[config.mk]
export PLATFORM = sky130hd
export DESIGN_NAME = cmd_byte_tx
export DESIGN_NICKNAME = d
export VERILOG_FILES = /design/src/rtl/cmd_byte_tx.sv
export SDC_FILE = /design/constraint.sdc
export NUM_CORES = 1
export LEC_CHECK = 0
export BUFFER_PORTS_ARGS = -buffer_cell sky130_fd_sc_hd__buf_4
export CORE_MARGIN = 2
export CORE_UTILIZATION = 27
export CTS_CLUSTER_DIAMETER = 120
export DETAILED_ROUTE_END_ITERATION = 8
export GPL_ROUTABILITY_DRIVEN = 0
export PLACE_DENSITY = 0.42
export SETUP_SLACK_MARGIN = 0.05
export SYNTH_ARGS = -nofsm -noshare
export SYNTH_HDL_FRONTEND = slang
export SYNTH_SLANG_ARGS = --single-unit
[constraint.sdc]
create_clock -name clk -period 3.2 [get_ports clk]
set_input_delay 0.64 -clock clk [delete_from_list [all_inputs] [get_ports clk]]
set_output_delay 0.64 -clock clk [all_outputs]
set_load 0.03 [all_outputs]
[src/rtl/cmd_byte_tx.sv]
// cmd_byte_tx: serializes one control command per request into the byte
// stream consumed by the sequencing control unit.
//
// Ports
//   clk, reset_n                  clock, asynchronous active-low reset
//   req_valid / req_ready         request handshake (ready only when idle)
//   req_command                   command byte, sent verbatim as byte 0
//   req_block, req_reg            block / register numbers (zero-extended to a byte)
//   req_data, req_instr, req_delay  multi-byte fields, sent MSB first
//   out_byte / out_valid / next   byte stream towards the control unit
//   busy                          frame in progress
//   done, invalid, timeout        one-cycle status pulses
//
// Configuration
//   CMD_BYTE_TX_TIMEOUT_EN   when defined, a frame whose consumer stops
//                            strobing `next` for timeout_cycles is aborted.
//   BLOCK_INSTR_WIDTH, BLOCK_REG_ADDR_WIDTH and the COMMAND_* codes come from
//   the surrounding project; local defaults are provided when absent.
`timescale 1ns/1ps

`ifndef BLOCK_INSTR_WIDTH
`define BLOCK_INSTR_WIDTH 32
`endif
`ifndef BLOCK_REG_ADDR_WIDTH
`define BLOCK_REG_ADDR_WIDTH 4
`endif
`ifndef COMMAND_WRITE_BLOCK_INSTR
`define COMMAND_WRITE_BLOCK_INSTR 8'h01
`endif
`ifndef COMMAND_WRITE_BLOCK_REG
`define COMMAND_WRITE_BLOCK_REG 8'h02
`endif
`ifndef COMMAND_UPDATE_BLOCK_REG
`define COMMAND_UPDATE_BLOCK_REG 8'h03
`endif
`ifndef COMMAND_ALLOC_SRAM_DELAY
`define COMMAND_ALLOC_SRAM_DELAY 8'h04
`endif
`ifndef COMMAND_SET_INPUT_GAIN
`define COMMAND_SET_INPUT_GAIN 8'h05
`endif
`ifndef COMMAND_SET_OUTPUT_GAIN
`define COMMAND_SET_OUTPUT_GAIN 8'h06
`endif
`ifndef COMMAND_SWAP_PIPELINES
`define COMMAND_SWAP_PIPELINES 8'h07
`endif
`ifndef COMMAND_RESET_PIPELINE
`define COMMAND_RESET_PIPELINE 8'h08
`endif

module cmd_byte_tx #(
    parameter int n_blocks       = 32,
    parameter int data_width     = 16,
    parameter int instr_width    = `BLOCK_INSTR_WIDTH,
    parameter int timeout_cycles = 1023
) (
    input  logic                          clk,
    input  logic                          reset_n,
    input  logic                          req_valid,
    output logic                          req_ready,
    input  logic [7:0]                    req_command,
    input  logic [$clog2(n_blocks)-1:0]   req_block,
    input  logic [`BLOCK_REG_ADDR_WIDTH-1:0] req_reg,
    input  logic [data_width-1:0]         req_data,
    input  logic [instr_width-1:0]        req_instr,
    input  logic [2*data_width-1:0]       req_delay,
    output logic [7:0]                    out_byte,
    output logic                          out_valid,
    input  logic                          next,
    output logic                          busy,
    output logic                          done,
    output logic                          invalid,
    output logic                          timeout
);

    localparam int DATA_BYTES  = data_width / 8;
    localparam int INSTR_BYTES = instr_width / 8;
    localparam int DELAY_BYTES = 2 * DATA_BYTES;

    typedef enum logic [2:0] {
        IDLE, SEND_CMD, SEND_BLOCK, SEND_REG, SEND_DATA, SEND_INSTR, SEND_DELAY
    } state_t;

    // Frame layout selected at capture time.
    typedef enum logic [2:0] {
        FMT_CMD, FMT_GAIN, FMT_REG, FMT_INSTR, FMT_DELAY
    } fmt_t;

    // Field that follows `cur` in a frame of layout `fmt`; IDLE ends the frame.
    function automatic state_t field_after(state_t cur, fmt_t fmt);
        state_t nxt;
        nxt = IDLE;
        case (fmt)
            FMT_INSTR: if (cur == SEND_CMD) nxt = SEND_BLOCK;
                       else if (cur == SEND_BLOCK) nxt = SEND_INSTR;
            FMT_REG:   if (cur == SEND_CMD) nxt = SEND_BLOCK;
                       else if (cur == SEND_BLOCK) nxt = SEND_REG;
                       else if (cur == SEND_REG) nxt = SEND_DATA;
            FMT_DELAY: if (cur == SEND_CMD) nxt = SEND_DATA;
                       else if (cur == SEND_DATA) nxt = SEND_DELAY;
            FMT_GAIN:  if (cur == SEND_CMD) nxt = SEND_DATA;
            default:   nxt = IDLE;
        endcase
        return nxt;
    endfunction

    state_t                   state_q, state_d;
    fmt_t                     fmt_q, fmt_d;
    logic [7:0]               cnt_q, cnt_d;
    logic [7:0]               block_q, block_d;
    logic [7:0]               regf_q, regf_d;
    logic [data_width-1:0]    data_sr_q, data_sr_d;
    logic [instr_width-1:0]   instr_sr_q, instr_sr_d;
    logic [2*data_width-1:0]  delay_sr_q, delay_sr_d;
    logic [7:0]               out_byte_q, out_byte_d;
    logic                     out_valid_q, out_valid_d;
    logic                     req_ready_q, req_ready_d;
    logic                     busy_q, busy_d;
    logic                     done_q, done_d;
    logic                     invalid_q, invalid_d;
`ifdef CMD_BYTE_TX_TIMEOUT_EN
    logic [31:0]              wait_q, wait_d;
    logic                     timeout_q, timeout_d;
`else
    localparam int unused_timeout_cycles = timeout_cycles;
`endif

    logic   cmd_known;
    fmt_t   cmd_fmt;
    logic   field_more;
    state_t field_next;

    always_comb begin
        cmd_known = 1'b1;
        cmd_fmt   = FMT_CMD;
        case (req_command)
            `COMMAND_WRITE_BLOCK_INSTR:                          cmd_fmt = FMT_INSTR;
            `COMMAND_WRITE_BLOCK_REG, `COMMAND_UPDATE_BLOCK_REG:  cmd_fmt = FMT_REG;
            `COMMAND_ALLOC_SRAM_DELAY:                           cmd_fmt = FMT_DELAY;
            `COMMAND_SET_INPUT_GAIN, `COMMAND_SET_OUTPUT_GAIN:    cmd_fmt = FMT_GAIN;
            `COMMAND_SWAP_PIPELINES, `COMMAND_RESET_PIPELINE:     cmd_fmt = FMT_CMD;
            default:                                             cmd_known = 1'b0;
        endcase
    end

    // True while the active multi-byte field still has bytes after the current one.
    always_comb begin
        field_more = 1'b0;
        case (state_q)
            SEND_DATA:  field_more = (cnt_q != 8'(DATA_BYTES - 1));
            SEND_INSTR: field_more = (cnt_q != 8'(INSTR_BYTES - 1));
            SEND_DELAY: field_more = (cnt_q != 8'(DELAY_BYTES - 1));
            default:    field_more = 1'b0;
        endcase
        field_next = field_after(state_q, fmt_q);
    end

    always_comb begin
        // NOTE: every _d starts as its _q (pulses as 0) so no path leaves a latch.
        state_d     = state_q;
        fmt_d       = fmt_q;
        cnt_d       = cnt_q;
        block_d     = block_q;
        regf_d      = regf_q;
        data_sr_d   = data_sr_q;
        instr_sr_d  = instr_sr_q;
        delay_sr_d  = delay_sr_q;
        out_byte_d  = out_byte_q;
        out_valid_d = out_valid_q;
        req_ready_d = req_ready_q;
        busy_d      = busy_q;
        done_d      = 1'b0;
        invalid_d   = 1'b0;
`ifdef CMD_BYTE_TX_TIMEOUT_EN
        wait_d      = wait_q;
        timeout_d   = 1'b0;
`endif
        if (state_q == IDLE) begin
            if (req_valid) begin
                if (cmd_known) begin
                    state_d     = SEND_CMD;
                    fmt_d       = cmd_fmt;
                    cnt_d       = 8'd0;
                    block_d     = 8'(req_block);
                    regf_d      = 8'(req_reg);
                    data_sr_d   = req_data;
                    instr_sr_d  = req_instr;
                    delay_sr_d  = req_delay;
                    out_byte_d  = req_command;
                    out_valid_d = 1'b1;
                    req_ready_d = 1'b0;
                    busy_d      = 1'b1;
`ifdef CMD_BYTE_TX_TIMEOUT_EN
                    wait_d      = 32'd0;
`endif
                end else begin
                    invalid_d = 1'b1;
                end
            end
        end else if (next && out_valid_q) begin
`ifdef CMD_BYTE_TX_TIMEOUT_EN
            wait_d = 32'd0;
`endif
            if (field_more) begin
                // Stay in the field: shift its next byte into the top position.
                cnt_d = cnt_q + 8'd1;
                case (state_q)
                    SEND_DATA: begin
                        data_sr_d  = data_sr_q << 8;
                        out_byte_d = data_sr_d[data_width-1 -: 8];
                    end
                    SEND_INSTR: begin
                        instr_sr_d = instr_sr_q << 8;
                        out_byte_d = instr_sr_d[instr_width-1 -: 8];
                    end
                    default: begin
                        delay_sr_d = delay_sr_q << 8;
                        out_byte_d = delay_sr_d[2*data_width-1 -: 8];
                    end
                endcase
            end else begin
                cnt_d   = 8'd0;
                state_d = field_next;
                case (field_next)
                    SEND_BLOCK: out_byte_d = block_q;
                    SEND_REG:   out_byte_d = regf_q;
                    SEND_DATA:  out_byte_d = data_sr_q[data_width-1 -: 8];
                    SEND_INSTR: out_byte_d = instr_sr_q[instr_width-1 -: 8];
                    SEND_DELAY: out_byte_d = delay_sr_q[2*data_width-1 -: 8];
                    default: begin
                        out_byte_d  = 8'd0;
                        out_valid_d = 1'b0;
                        req_ready_d = 1'b1;
                        busy_d      = 1'b0;
                        done_d      = 1'b1;
                    end
                endcase
            end
        end
`ifdef CMD_BYTE_TX_TIMEOUT_EN
        else if (wait_q == 32'(timeout_cycles - 1)) begin
            // Consumer stalled too long: drop the frame without a done pulse.
            state_d     = IDLE;
            cnt_d       = 8'd0;
            wait_d      = 32'd0;
            out_byte_d  = 8'd0;
            out_valid_d = 1'b0;
            req_ready_d = 1'b1;
            busy_d      = 1'b0;
            timeout_d   = 1'b1;
        end else begin
            wait_d = wait_q + 32'd1;
        end
`endif
    end

    // NOTE: sequential state uses non-blocking assignments only; the shift
    // registers are reset as well so a dropped frame leaves no stale data.
    always_ff @(posedge clk or negedge reset_n) begin
        if (!reset_n) begin
            state_q     <= IDLE;
            fmt_q       <= FMT_CMD;
            cnt_q       <= 8'd0;
            block_q     <= 8'd0;
            regf_q      <= 8'd0;
            data_sr_q   <= '0;
            instr_sr_q  <= '0;
            delay_sr_q  <= '0;
            out_byte_q  <= 8'd0;
            out_valid_q <= 1'b0;
            req_ready_q <= 1'b1;
            busy_q      <= 1'b0;
            done_q      <= 1'b0;
            invalid_q   <= 1'b0;
`ifdef CMD_BYTE_TX_TIMEOUT_EN
            wait_q      <= 32'd0;
            timeout_q   <= 1'b0;
`endif
        end else begin
            state_q     <= state_d;
            fmt_q       <= fmt_d;
            cnt_q       <= cnt_d;
            block_q     <= block_d;
            regf_q      <= regf_d;
            data_sr_q   <= data_sr_d;
            instr_sr_q  <= instr_sr_d;
            delay_sr_q  <= delay_sr_d;
            out_byte_q  <= out_byte_d;
            out_valid_q <= out_valid_d;
            req_ready_q <= req_ready_d;
            busy_q      <= busy_d;
            done_q      <= done_d;
            invalid_q   <= invalid_d;
`ifdef CMD_BYTE_TX_TIMEOUT_EN
            wait_q      <= wait_d;
            timeout_q   <= timeout_d;
`endif
        end
    end

    assign out_byte  = out_byte_q;
    assign out_valid = out_valid_q;
    assign req_ready = req_ready_q;
    assign busy      = busy_q;
    assign done      = done_q;
    assign invalid   = invalid_q;
`ifdef CMD_BYTE_TX_TIMEOUT_EN
    assign timeout   = timeout_q;
`else
    assign timeout   = 1'b0;
`endif

endmodule

* Word level (Yosys, flattened, before mapping)
Cells that the tools add are included.
** Word-level totals
- Word-level logic and storage cells :: 129
- Latch bits :: 0
- Memories kept :: 0
- Memory bits (read-only) :: 0
- Input bits :: 101
- Memory bits (writable) :: 0
- Register bits :: 115
** Cells by class
- Div/mod/pow operators :: 0
- Bitwise operators :: 0
- Mux-type cells :: 66
- $add $sub $neg :: 1
- Reductions and logical operators :: 19
- Equality and inequality tests :: 30
- Shifts and indexed selects :: 0
- Magnitude comparators :: 0
- Multiply operators :: 0
** Operators with widths (count)
- $mux W32 :: 12
- $mux W16 :: 6
- $mux W8 :: 10
- $pmux W8 S5 :: 1
- $mux W3 :: 13
- $eq A8 B3 Y1 const B :: 4
- $pmux W3 S4 :: 2
- $eq A3 B3 Y1 const B :: 7
- $mux W1 :: 20
- $reduce_and A5 Y1 :: 4
- $eq A3 B2 Y1 const B :: 6
- $eq A8 B2 Y1 const B :: 2
- $pmux W8 S2 :: 1
- $add A8 B1 Y8 const B :: 1
- $eq A8 B1 Y1 const B :: 1
- $eq A8 B4 Y1 const B :: 1
- $ne A8 B1 Y1 const B :: 1
- $ne A8 B2 Y1 const B :: 1
- $reduce_bool A2 Y1 :: 4
- $reduce_or A2 Y1 :: 4
- $reduce_or A8 Y1 :: 1
- $eq A3 B1 Y1 const B :: 2
- $ne A2 B1 Y1 const B :: 3
- $reduce_and A3 Y1 :: 2
- 6 further kinds :: 7

* Logic depth before layout (Yosys ltp)
Gate-level depths: netlist of run 1.
- Word-level depth :: 11
- Gate-level depth with buffers :: 8
- Gate-level depth less buffers :: 5

* Least setup slack after synthesis of run 1
OpenSTA, ideal clock, no wires.
- Kind :: input to register
- Start :: in req_command[5]
- End :: reg delay_sr_q[12]
- Arrival time :: 2.494 ns
- Data required time :: 3.077 ns
- Stages :: 7
- Buffers on the path :: 3
- Slack :: 0.583 ns
- Cell sequence :: or4_1 buf_2 o41a_1 a211oi_1 buf_2 buf_4 a21oi_1
** Between the ends
- Longest elaborated chain between the ends :: 5
** RTL lines
- from (decl) :: line 62 : input logic [7:0] req_command,
- $eq A8 B3 Y1, or another cell as far along :: line 137 : case (req_command)
- $reduce_or A8 Y1 (no line) (*)
- $mux W1 (*) :: line 137
- $ne A2 B2 Y1 (no line) (*)
- $reduce_and A5 Y1 (no line) (*)
- to (signal assigned) :: line 288 : delay_sr_q <= delay_sr_d;
- to (decl) :: line 115 : logic [2*data_width-1:0] delay_sr_q, delay_sr_d;
Every way passes the cells marked *; elsewhere a longest branch is shown, timed or not.
A chain may end at the register's enable or synchronous reset.

* Worst setup path after layout of run 1
- Start :: in req_command[5]
- End :: reg delay_sr_q[3]
The elaborated chain is that of the path after synthesis.

==> results of run 1 <==
[worst max-delay path: cells and delay by family]
| family | cells | cell delay (ps) |
|---|---|---|
| and+or+nand+nor | 2 | 950 |
| AOI/OAI and AO/OA | 2 | 790 |
| buffers and inverters | 2 | 430 |
[registers in the layout, summed over array words and instances, names as in the netlist]
signal      count
delay_sr_q     32
state_q         3
busy            1
cnt_q           8
block_q         5
out_byte        8
req_ready       1
regf_q          4
done            1
invalid         1
fmt_q           3
data_sr_q      16
instr_sr_q     32
[cell type report]
type                            count  area [um^2]  area share [%]
Timing Repair Buffer              132         1030            13.6
Multi-Input combinational cell    417         2690            35.6
Tap cell                          275          344            4.55
Clock inverter                     14          180            2.38
Sequential cell                   115         2880            38.0
Clock buffer                       18          429            5.67
Inverter                            4         15.0           0.198
[cells in the mapped netlist (5+ instances only)]
master | number | area (um^2)
nand2_1 | 88 | 330
o211ai_1 | 7 | 52.6
a31oi_1 | 13 | 81.3
dfrtp_1 | 114 | 2850
mux2_2 | 9 | 101
a22o_1 | 16 | 140
mux2i_1 | 66 | 661
o21ai_1 | 36 | 180
o21ai_0 | 11 | 55.1
nand3_1 | 13 | 65.1
clkbuf_1 | 21 | 78.8
buf_1 | 6 | 22.5
buf_2 | 12 | 60.1
a22oi_1 | 6 | 45.0
and3_1 | 5 | 31.3
a21oi_1 | 31 | 155
nor2_1 | 43 | 161
nor2b_1 | 5 | 31.3
[power by group through the flow]
stage               Sequential [W]  Clock (W)  Combinational, W
detailed placement         0.00166          0          0.000459
finish                     0.00163    0.00197          0.000452
floorplan                  0.00168          0          0.000185
global placement           0.00166          0          0.000456
global route               0.00165    0.00209          0.000501
CTS                        0.00164    0.00202          0.000461
[cells by family (layout without fill, tap and decap cells)]
family,count (synthesis),after routing,synth area share (%)
buffers and inverters,47,168,3.60
and+or+nand+nor,182,182,14.2
muxes,75,75,13.3
DFF,115,115,50.1
xor gates and xnor gates,2,2,0.305
adders and majority gates,1,1,0.218
other,1,1,0.0653
AOI/OAI and AO/OA,156,156,18.2
[metal layers]
metal,vias to the layer above,wire length (um),part of all wire [%]
li1,2324,-,-
met1,2280,7700,45
met2,111,8310,48
met3,20,797,4.6
met4,0,342,2.0
met5,-,0,0
[worst max path at each step]
stage / end / slack, ps
after floorplan: delay_sr_q[12] / 580
after global placement: delay_sr_q[5] / 320
after detailed placement: delay_sr_q[6] / 250
after CTS: delay_sr_q[3] / 710
after global routing: busy / 510
final: delay_sr_q[3] / 700
[stage by stage]
| step | utilization [%] | total power [W] | area [um^2] | worst slack (ps) | hold slack [ps] |
|---|---|---|---|---|---|
| after floorplan | - | 0.00186 | 5740 | 583 | 344 |
| after global placement | 33.2 | 0.00211 | 6960 | 316 | 461 |
| after detailed placement | 33.2 | 0.00212 | 6960 | 248 | 463 |
| after CTS | 36.1 | 0.00411 | 7570 | 707 | 196 |
| after global routing | 36.1 | 0.00423 | 7570 | 514 | 212 |
| final | 36.1 | 0.00405 | 7570 | 699 | 188 |
==> summary.txt, run 1 <==
number of diodes: 0
dpl cells: 943
register bit total from synthesis: 115
FILL cells: 2193
initial antenna violation count: 0
RSZ-0062 raised after global routing: no
cts hold-fix bufs: 0
commonest non-fill, non-tap cell in the layout: buf_4
Setup crit start kind: input port
kind of end point of the critical path: register
first-pass GRT wire length: 26.8 mm
worst rel slew slack: 37.1%
Leakage: 3.16 nW
clock share of power: 48.5%
Seq/Total Area, Yosys: 50.1%
met3 Resource Use GR: 3.66%
TritonCTS clock tree: done
Area growth syn-to-layout: 31.8%
crit-path most repeated cell: buf_4
final non-filler cell total: 975
clock tree buffer depth: 2
most frequent cells in the layout: buf_4, dfrtp_1, nand2_1
drt first pass iters: 4
met2 Track Usage GR: 25.5%
fmax: 400 MHz
setup TNS: 0 ps
FF-to-FF Start: state_q[2]
row count: 53
DRT antenna net count: 0
switching share of power: 25.8%
Setup-failing EPs final: 0
critical path fanouts, max: 17
slowest cell delay on critical path: 680 ps
cell area power density: 535 nW/um^2
CTS clk-pin slew, worst paths: 60 ps
initial drt markers: 302
DR WL/cell: 17.6 um
Crit path required time: 3510 ps
Sink Count: 115
Worst EP arrival: 2810 ps
GRT Overall Usage: 15.9%
EDFF count, synth: 0
Starting Density: 27.4%
worst-margin pin slew: 934 ps
Layout Skew: 13.0 ps
Distinct cells, synth: 55
slowest stage cell, crit path: or4_1
# Post-CTS Setup Buffers: 0
pin count of the biggest net entering global routing: 65
critical path class: in -> reg
VDD IR max: 0.297 mV
chip width: 150 um
worst r2r dst: delay_sr_q[3]
Post-Route WL: 17.1 mm
GRT Residual Overflow: 0
fin. max-slew vios: 0
Syn Area/Cell: 9.92 um^2
# port buffers: 113
Core Footprint: 21000 um^2
Async SR Flop Fraction: 100%
dominant synthesized flop cell: dfrtp_1
max_cap viols: 0
internal reg-to-reg setup slack: 820 ps
status: completed
Num CTS Buffers: 17
GR met1 Demand/Resource: 21.1%
Tcrit/Tclk final: 78.1%
Pint: 0.00300 W
Mapped Nets: 681
crit path launch: req_command[5]
synth warn: 0
Clk Latency, worst-skew pair: 420 ps
gr busiest metal: met2
Residual DRC: 0
final hold viol count: 0
post-route minimum period: 2500 ps
Critical Path, Cell by Cell: buf_4 -> or4_1 -> o41ai_4 -> buf_4 -> nand2_1 -> a22o_1
Reg power frac: 40.3%
PostCTS Resize Cnt: 0
combinational share of power: 11.2%
share of cells above drive strength 1: 26.4%
Vias: 4735
H-Tree Depth: 4
Post-Syn Instances: 579
Die Height: 150 um
Hold Crit Class: in -> async
die area: 22400 um^2
Net count, final: 789
vias in the first global route: 4861
root buffer cell: clkbuf_16
HPWL after detailed placement: 12.5 mm
vias per inst: 4.86
# IOs: 115
Switching Power: 0.00104 W
Post-Syn Area: 5740 um^2
Reg2Reg Depth: 5
Power figures use the tool's default switching activity.
==> run 2, diff against run 1 <==
--- a/config.mk
+++ b/config.mk
@@ -11,7 +11,7 @@
 export CTS_CLUSTER_DIAMETER = 120
 export DETAILED_ROUTE_END_ITERATION = 8
 export GPL_ROUTABILITY_DRIVEN = 0
-export PLACE_DENSITY = 0.42
+export PLACE_DENSITY = 0.44
 export SETUP_SLACK_MARGIN = 0.05
 export SYNTH_ARGS = -nofsm -noshare
 export SYNTH_HDL_FRONTEND = slang
==> constraint.sdc (replaced) <==
create_clock -name clk -period 2.1 [get_ports clk]
set_input_delay 0.42 -clock clk [delete_from_list [all_inputs] [get_ports clk]]
set_output_delay 0.42 -clock clk [all_outputs]
set_load 0.03 [all_outputs]
==> run 2 against run 1 <==
The flow now finishes with violations (negative setup slack). Clock skew decreased by 0.84 ps. Core utilization increased by 7.6 points. Clock power increased by 50%. Via count increased by 8.4%. Flip-flop and latch count unchanged. Critical endpoint is now data_sr_q[4]. Critical path depth increased by 1. First-iteration DRC count increased by 5.0%. Total power increased by 58%.
==> summary.txt, run 2 (synthesis results as in run 1) <==
# IOs: 115 (unchanged)
Hold Crit Class: in -> reg (was in -> async)
row count: 53 (unchanged)
post-route minimum period: 2200 ps
Crit path required time: 2410 ps (was 3510 ps)
Starting Density: 27.4% (unchanged)
status: finished, violations left (was completed)
Setup crit start kind: register (was input port)
FILL cells: 2028 (was 2193)
Worst EP arrival: 2510 ps (was 2810 ps)
root buffer cell: clkbuf_16 (unchanged)
drt first pass iters: 5 (was 4)
Vias: 5134 (was 4735)
initial drt markers: 317 (was 302)
Num CTS Buffers: 17 (unchanged)
fin. max-slew vios: 0 (unchanged)
CTS clk-pin slew, worst paths: 60 ps (about the same)
Area growth syn-to-layout: 59.7% (was 31.8%)
Sink Count: 115 (unchanged)
total power: 0.00639 W (was 0.00405 W)
fmax: 454 MHz
Core Footprint: 21000 um^2 (unchanged)
vias in the first global route: 5025 (was 4861)
Net count, final: 855 (was 789)
worst-margin pin slew: 510 ps (was 934 ps)
Tcrit/Tclk final: 105%
die area: 22400 um^2 (unchanged)
chip width: 150 um (unchanged)
vias per inst: 4.93 (was 4.86)
Setup-failing EPs final: 87 (was 0)
commonest non-fill, non-tap cell in the layout: buf_4 (unchanged)
HPWL after detailed placement: 12.9 mm (was 12.5 mm)
RSZ-0062 raised after global routing: yes (was no)
worst setup margin: -105 ps (was 699 ps)
GRT Overall Usage: 16.3% (was 15.9%)
H-Tree Depth: 4 (unchanged)
Clk Latency, worst-skew pair: 420 ps (about the same)
worst rel slew slack: 65.9% (was 37.1%)
most frequent cells in the layout: buf_4, dfrtp_1, mux2i_1 (was buf_4, dfrtp_1, nand2_1)
Die Height: 150 um (unchanged)
pin count of the biggest net entering global routing: 47 (was 65)
DRT antenna net count: 0 (unchanged)
critical path fanouts, max: 6 (was 17)
first-pass GRT wire length: 27.8 mm (was 26.8 mm)
internal reg-to-reg setup slack: -100 ps (was 820 ps)
DR WL/cell: 18.1 um (was 17.6 um)
# port buffers: 113 (unchanged)
failing checks: negative setup slack
Largest regs: delay_sr_q x32, instr_sr_q x32, data_sr_q x16 (unchanged)
final hold viol count: 0 (unchanged)
TritonCTS clock tree: done (unchanged)
critical path class: reg -> reg (was in -> reg)
cell area power density: 697 nW/um^2 (was 535 nW/um^2)
share of cells above drive strength 1: 48.7% (was 26.4%)
Residual DRC: 0 (unchanged)
Layout Skew: 12.1 ps (was 13.0 ps)
initial antenna violation count: 0 (unchanged)
kind of end point of the critical path: register (unchanged)
Post-Route WL: 18.9 mm (was 17.1 mm)
GRT Residual Overflow: 0 (unchanged)
VDD IR max: 0.498 mV (was 0.297 mV)
clock tree buffer depth: 2 (unchanged)
max_cap viols: 0 (unchanged)
hold slack: 200 ps (was 188 ps)
Leakage: 3.78 nW (was 3.16 nW)
number of diodes: 0 (unchanged)
run 2: cell types whose count changed in the layout (fill, tap and decap cells not counted), sizes merged:
cell / delta
inv: +5
buf: +56
clkinv: -4
clkbuf: +9
dlygate4sd3: +1
bufinv: -1
run 2: where the power goes:
group	switching, W	leakage [nW]	internal, W
combinational	0.000437	1.96	0.000459
sequential	0.000167	1.53	0.00237
clock	0.00115	0.294	0.00181
run 2: cell type report:
cell class	instances	area (um^2)	share of cell area (%)
clock buffers	18	439	4.79
clock inverters	14	164	1.79
inverters	4	15.0	0.164
multi-input cells	417	3410	37.2
flip-flops and latches	115	2880	31.4
well taps	275	344	3.75
repair buffers	198	1920	20.9
run 2: final timing paths:
path | depth (start not counted) | endpoint | from
setup / recovery | 7 | data_sr_q[4] | state_q[0]
hold / removal | 3 | regf_q[1] | req_reg[1]
setup reg to reg | 7 | data_sr_q[4] | state_q[0]
hold reg to reg | 2 | regf_q[2] | regf_q[2]
max in group asynchronous | 3 | delay_sr_q[4] | reset_n
min in group asynchronous | 2 | invalid | reset_n
run 2: critical path, cell delays in order (launching register included):
cell,delay (ps)
dfrtp_1,380
or4b_4,550
buf_6,140
o41ai_4,280
buf_6,180
o311ai_4,180
clkbuf_16,220
a22o_1,170
run 2: metal layers:
metal	share of wire (%)	GRT usage, %	vias to the layer above
met5	0	0	-
met4	1.4	4.91	0
met3	4.5	3.72	15
met2	50	26.4	106
met1	44	21.6	2551
li1	-	-	2462
run 2: metrics by stage:
step	setup TNS (ps)	std cells	utilization (%)	instance area [um^2]	setup slack (ps)
finish	-4240	1041	43.8	9170	-105
global route	-10610	1041	43.8	9170	-177
CTS	-7240	1021	39.3	8230	-135
detailed placement	-19570	981	35.4	7420	-292
global placement	-17550	981	35.4	7420	-259
floorplan	-14760	579	-	5930	-244
run 2: what timing repair did:
item,in CTS,in global routing
hold buffers,1,0
endpoints found under the setup margin,95,106
cloned,3,12
hold endpoints to repair,29,0
gates resized for setup,23,166
buffers inserted,5,9
pin swaps,6,19
==> run 3, diff against run 2 <==
--- a/config.mk
+++ b/config.mk
@@ -11,7 +11,7 @@
 export CTS_CLUSTER_DIAMETER = 120
 export DETAILED_ROUTE_END_ITERATION = 8
 export GPL_ROUTABILITY_DRIVEN = 0
-export PLACE_DENSITY = 0.44
+export PLACE_DENSITY = 0.42
 export SETUP_SLACK_MARGIN = 0.05
 export SYNTH_ARGS = -nofsm -noshare
 export SYNTH_HDL_FRONTEND = slang
==> constraint.sdc (replaced) <==
create_clock -name clk -period 2.15 [get_ports clk]
set_input_delay 0.43 -clock clk [delete_from_list [all_inputs] [get_ports clk]]
set_output_delay 0.43 -clock clk [all_outputs]
set_load 0.03 [all_outputs]
==> run 3 against run 2 <==
The run still ends with negative setup slack left. Sequential power is 3% lower. Hold slack got worse by 120 ps. Critical path type unchanged. Largest cell class unchanged. Combinational power fell by 12%. Final area fell by 7.6%. Die area stayed put. Highest routed layer unchanged. Core utilization decreased by 3.3 points.
==> summary.txt, run 3 (synthesis results as in run 1) <==
status: finished, violations left (unchanged)
failing checks: negative setup slack (unchanged)
Post-Route WL: 18.9 mm (about the same)
Hold Crit Class: in -> async (was in -> reg)
Setup crit start kind: register (unchanged)
RSZ-0062 raised after global routing: yes (unchanged)
row count: 53 (unchanged)
Core Footprint: 21000 um^2 (unchanged)
kind of end point of the critical path: register (unchanged)
pin count of the biggest net entering global routing: 116 (was 47)
first-pass GRT wire length: 28.2 mm (was 27.8 mm)
TritonCTS clock tree: done (unchanged)
commonest non-fill, non-tap cell in the layout: buf_4 (unchanged)
clock tree buffer depth: 2 (unchanged)
number of diodes: 0 (unchanged)
DRT antenna net count: 0 (unchanged)
most frequent cells in the layout: buf_4, dfrtp_1, nand2_1 (was buf_4, dfrtp_1, mux2i_1)
chip width: 150 um (unchanged)
combinational share of power: 13.3% (was 14.0%)
# port buffers: 113 (unchanged)
initial antenna violation count: 0 (unchanged)
Setup-failing EPs final: 12 (was 87)
worst setup margin: -25.7 ps (was -105 ps)
FILL cells: 2109 (was 2028)
VDD IR max: 0.472 mV (was 0.498 mV)
worst-margin pin slew: 670 ps (was 510 ps)
Reg power frac: 41.4% (was 39.7%)
DR WL/cell: 18.4 um (was 18.1 um)
Sink Count: 115 (unchanged)
critical path fanouts, max: 7 (was 6)
max_cap viols: 0 (unchanged)
switching share of power: 25.3% (was 27.4%)
FF-to-FF Start: state_q[1] (was state_q[0])
Vias: 5065 (was 5134)
die area: 22400 um^2 (unchanged)
vias per inst: 4.92 (was 4.93)
Worst EP arrival: 2510 ps (about the same)
cell area power density: 700 nW/um^2 (was 697 nW/um^2)
clock share of power: 45.2% (was 46.3%)
CTS clk-pin slew, worst paths: 50 ps (was 60 ps)
share of cells above drive strength 1: 37.9% (was 48.7%)
Die Height: 150 um (unchanged)
Leakage: 3.54 nW (was 3.78 nW)
vias in the first global route: 5104 (was 5025)
initial drt markers: 402 (was 317)
post-route minimum period: 2180 ps (was 2200 ps)
worst rel slew slack: 55.3% (was 65.9%)
cts hold-fix bufs: 0 (was 1)
setup TNS: -121 ps (was -4240 ps)
GRT Residual Overflow: 0 (unchanged)
Switching Power: 0.00150 W (was 0.00175 W)
HPWL after detailed placement: 13.1 mm (was 12.9 mm)
Num CTS Buffers: 17 (unchanged)
H-Tree Depth: 4 (unchanged)
Area growth syn-to-layout: 47.6% (was 59.7%)
fin. max-slew vios: 0 (unchanged)
root buffer cell: clkbuf_16 (unchanged)
Residual DRC: 0 (unchanged)
fmax: 460 MHz (was 454 MHz)
Clk Latency, worst-skew pair: 410 ps (was 420 ps)
Pint: 0.00443 W (was 0.00464 W)
Crit path required time: 2490 ps (was 2410 ps)
worst slack at placement: -228 ps (was -292 ps)
final hold viol count: 0 (unchanged)
crit path launch: state_q[1] (was state_q[0])
Starting Density: 27.4% (unchanged)
Net count, final: 843 (was 855)
critical path class: reg -> reg (unchanged)
Layout Skew: 8.97 ps (was 12.1 ps)
GRT Overall Usage: 16.7% (was 16.3%)
drt first pass iters: 7 (was 5)
Tcrit/Tclk final: 101% (was 105%)
# IOs: 115 (unchanged)
Largest regs: delay_sr_q x32, instr_sr_q x32, data_sr_q x16 (unchanged)
## run 3: cell count changes in the layout (fill, tap and decap cells not counted), moves of 8 or more
cell / delta
nand2_2: -14
nor2_4: -17
inv_6: -8
o21ai_2: -11
nand2_4: -19
nand2_1: +34
nor2_2: +11
o21ai_1: +9
## run 3: worst paths after layout
kind | end | slack, ps | cells after the start
hold / removal | done | 80 | 2
hold reg to reg | regf_q[3] | 470 | 2
min in group clk | regf_q[2] | 210 | 3
setup reg to reg | delay_sr_q[19] | -30 | 7
setup / recovery | delay_sr_q[19] | -30 | 7
max in group asynchronous | block_q[0] | 1540 | 2
## run 3: timing repair
item | in CTS | in global routing
pin swaps | 3 | 5
gates resized for setup | 11 | 48
cloned | 2 | 9
buffers inserted | 1 | 3
endpoints found under the setup margin | 52 | 86
## run 3: worst max-delay path: stages, from the launching register on
cell       delay (ps)
dfrtp_1           370
or4b_4            560
o41a_1            450
a211oi_4          210
buf_12            190
clkbuf_16         170
nor2_1             60
a21oi_2           100
## run 3: area by class of cell
| type | count | area [um^2] | area share [%] |
|---|---|---|---|
| multi-input combinational | 417 | 2910 | 34.3 |
| sequential | 115 | 2880 | 34.0 |
| timing repair buffer | 186 | 1780 | 21.0 |
| clock buffer | 25 | 465 | 5.49 |
| tap | 275 | 344 | 4.06 |
| clock inverter | 7 | 87.6 | 1.03 |
| inverter | 4 | 15.0 | 0.177 |
## run 3: power by group through the flow
stage / Sequential (W) / Combinational [W] / Clock [W]
after global routing: 0.00248 / 0.000863 / 0.00286
after floorplan: 0.00249 / 0.000324 / 0
after CTS: 0.00244 / 0.000759 / 0.00275
final: 0.00246 / 0.000790 / 0.00268
after global placement: 0.00247 / 0.000741 / 0
after detailed placement: 0.00248 / 0.000750 / 0
## run 3: per-stage QoR
step	total power (W)	cell area (um^2)	hold slack, ps	instances	util, %
global placement	0.00321	7450	468	982	35.5
detailed placement	0.00323	7450	466	982	35.5
floorplan	0.00282	5930	134	579	-
CTS	0.00596	8100	139	1017	38.6
finish	0.00593	8470	78.4	1029	40.4
global route	0.00620	8470	156	1029	40.4
## run 3: routing by layer
metal | global-route usage, % | up-vias | part of all wire, %
met5 | 0 | - | 0
li1 | - | 2424 | -
met2 | 28.1 | 126 | 50
met4 | 4.91 | 0 | 1.5
met3 | 3.93 | 18 | 3.9
met1 | 21.5 | 2497 | 44
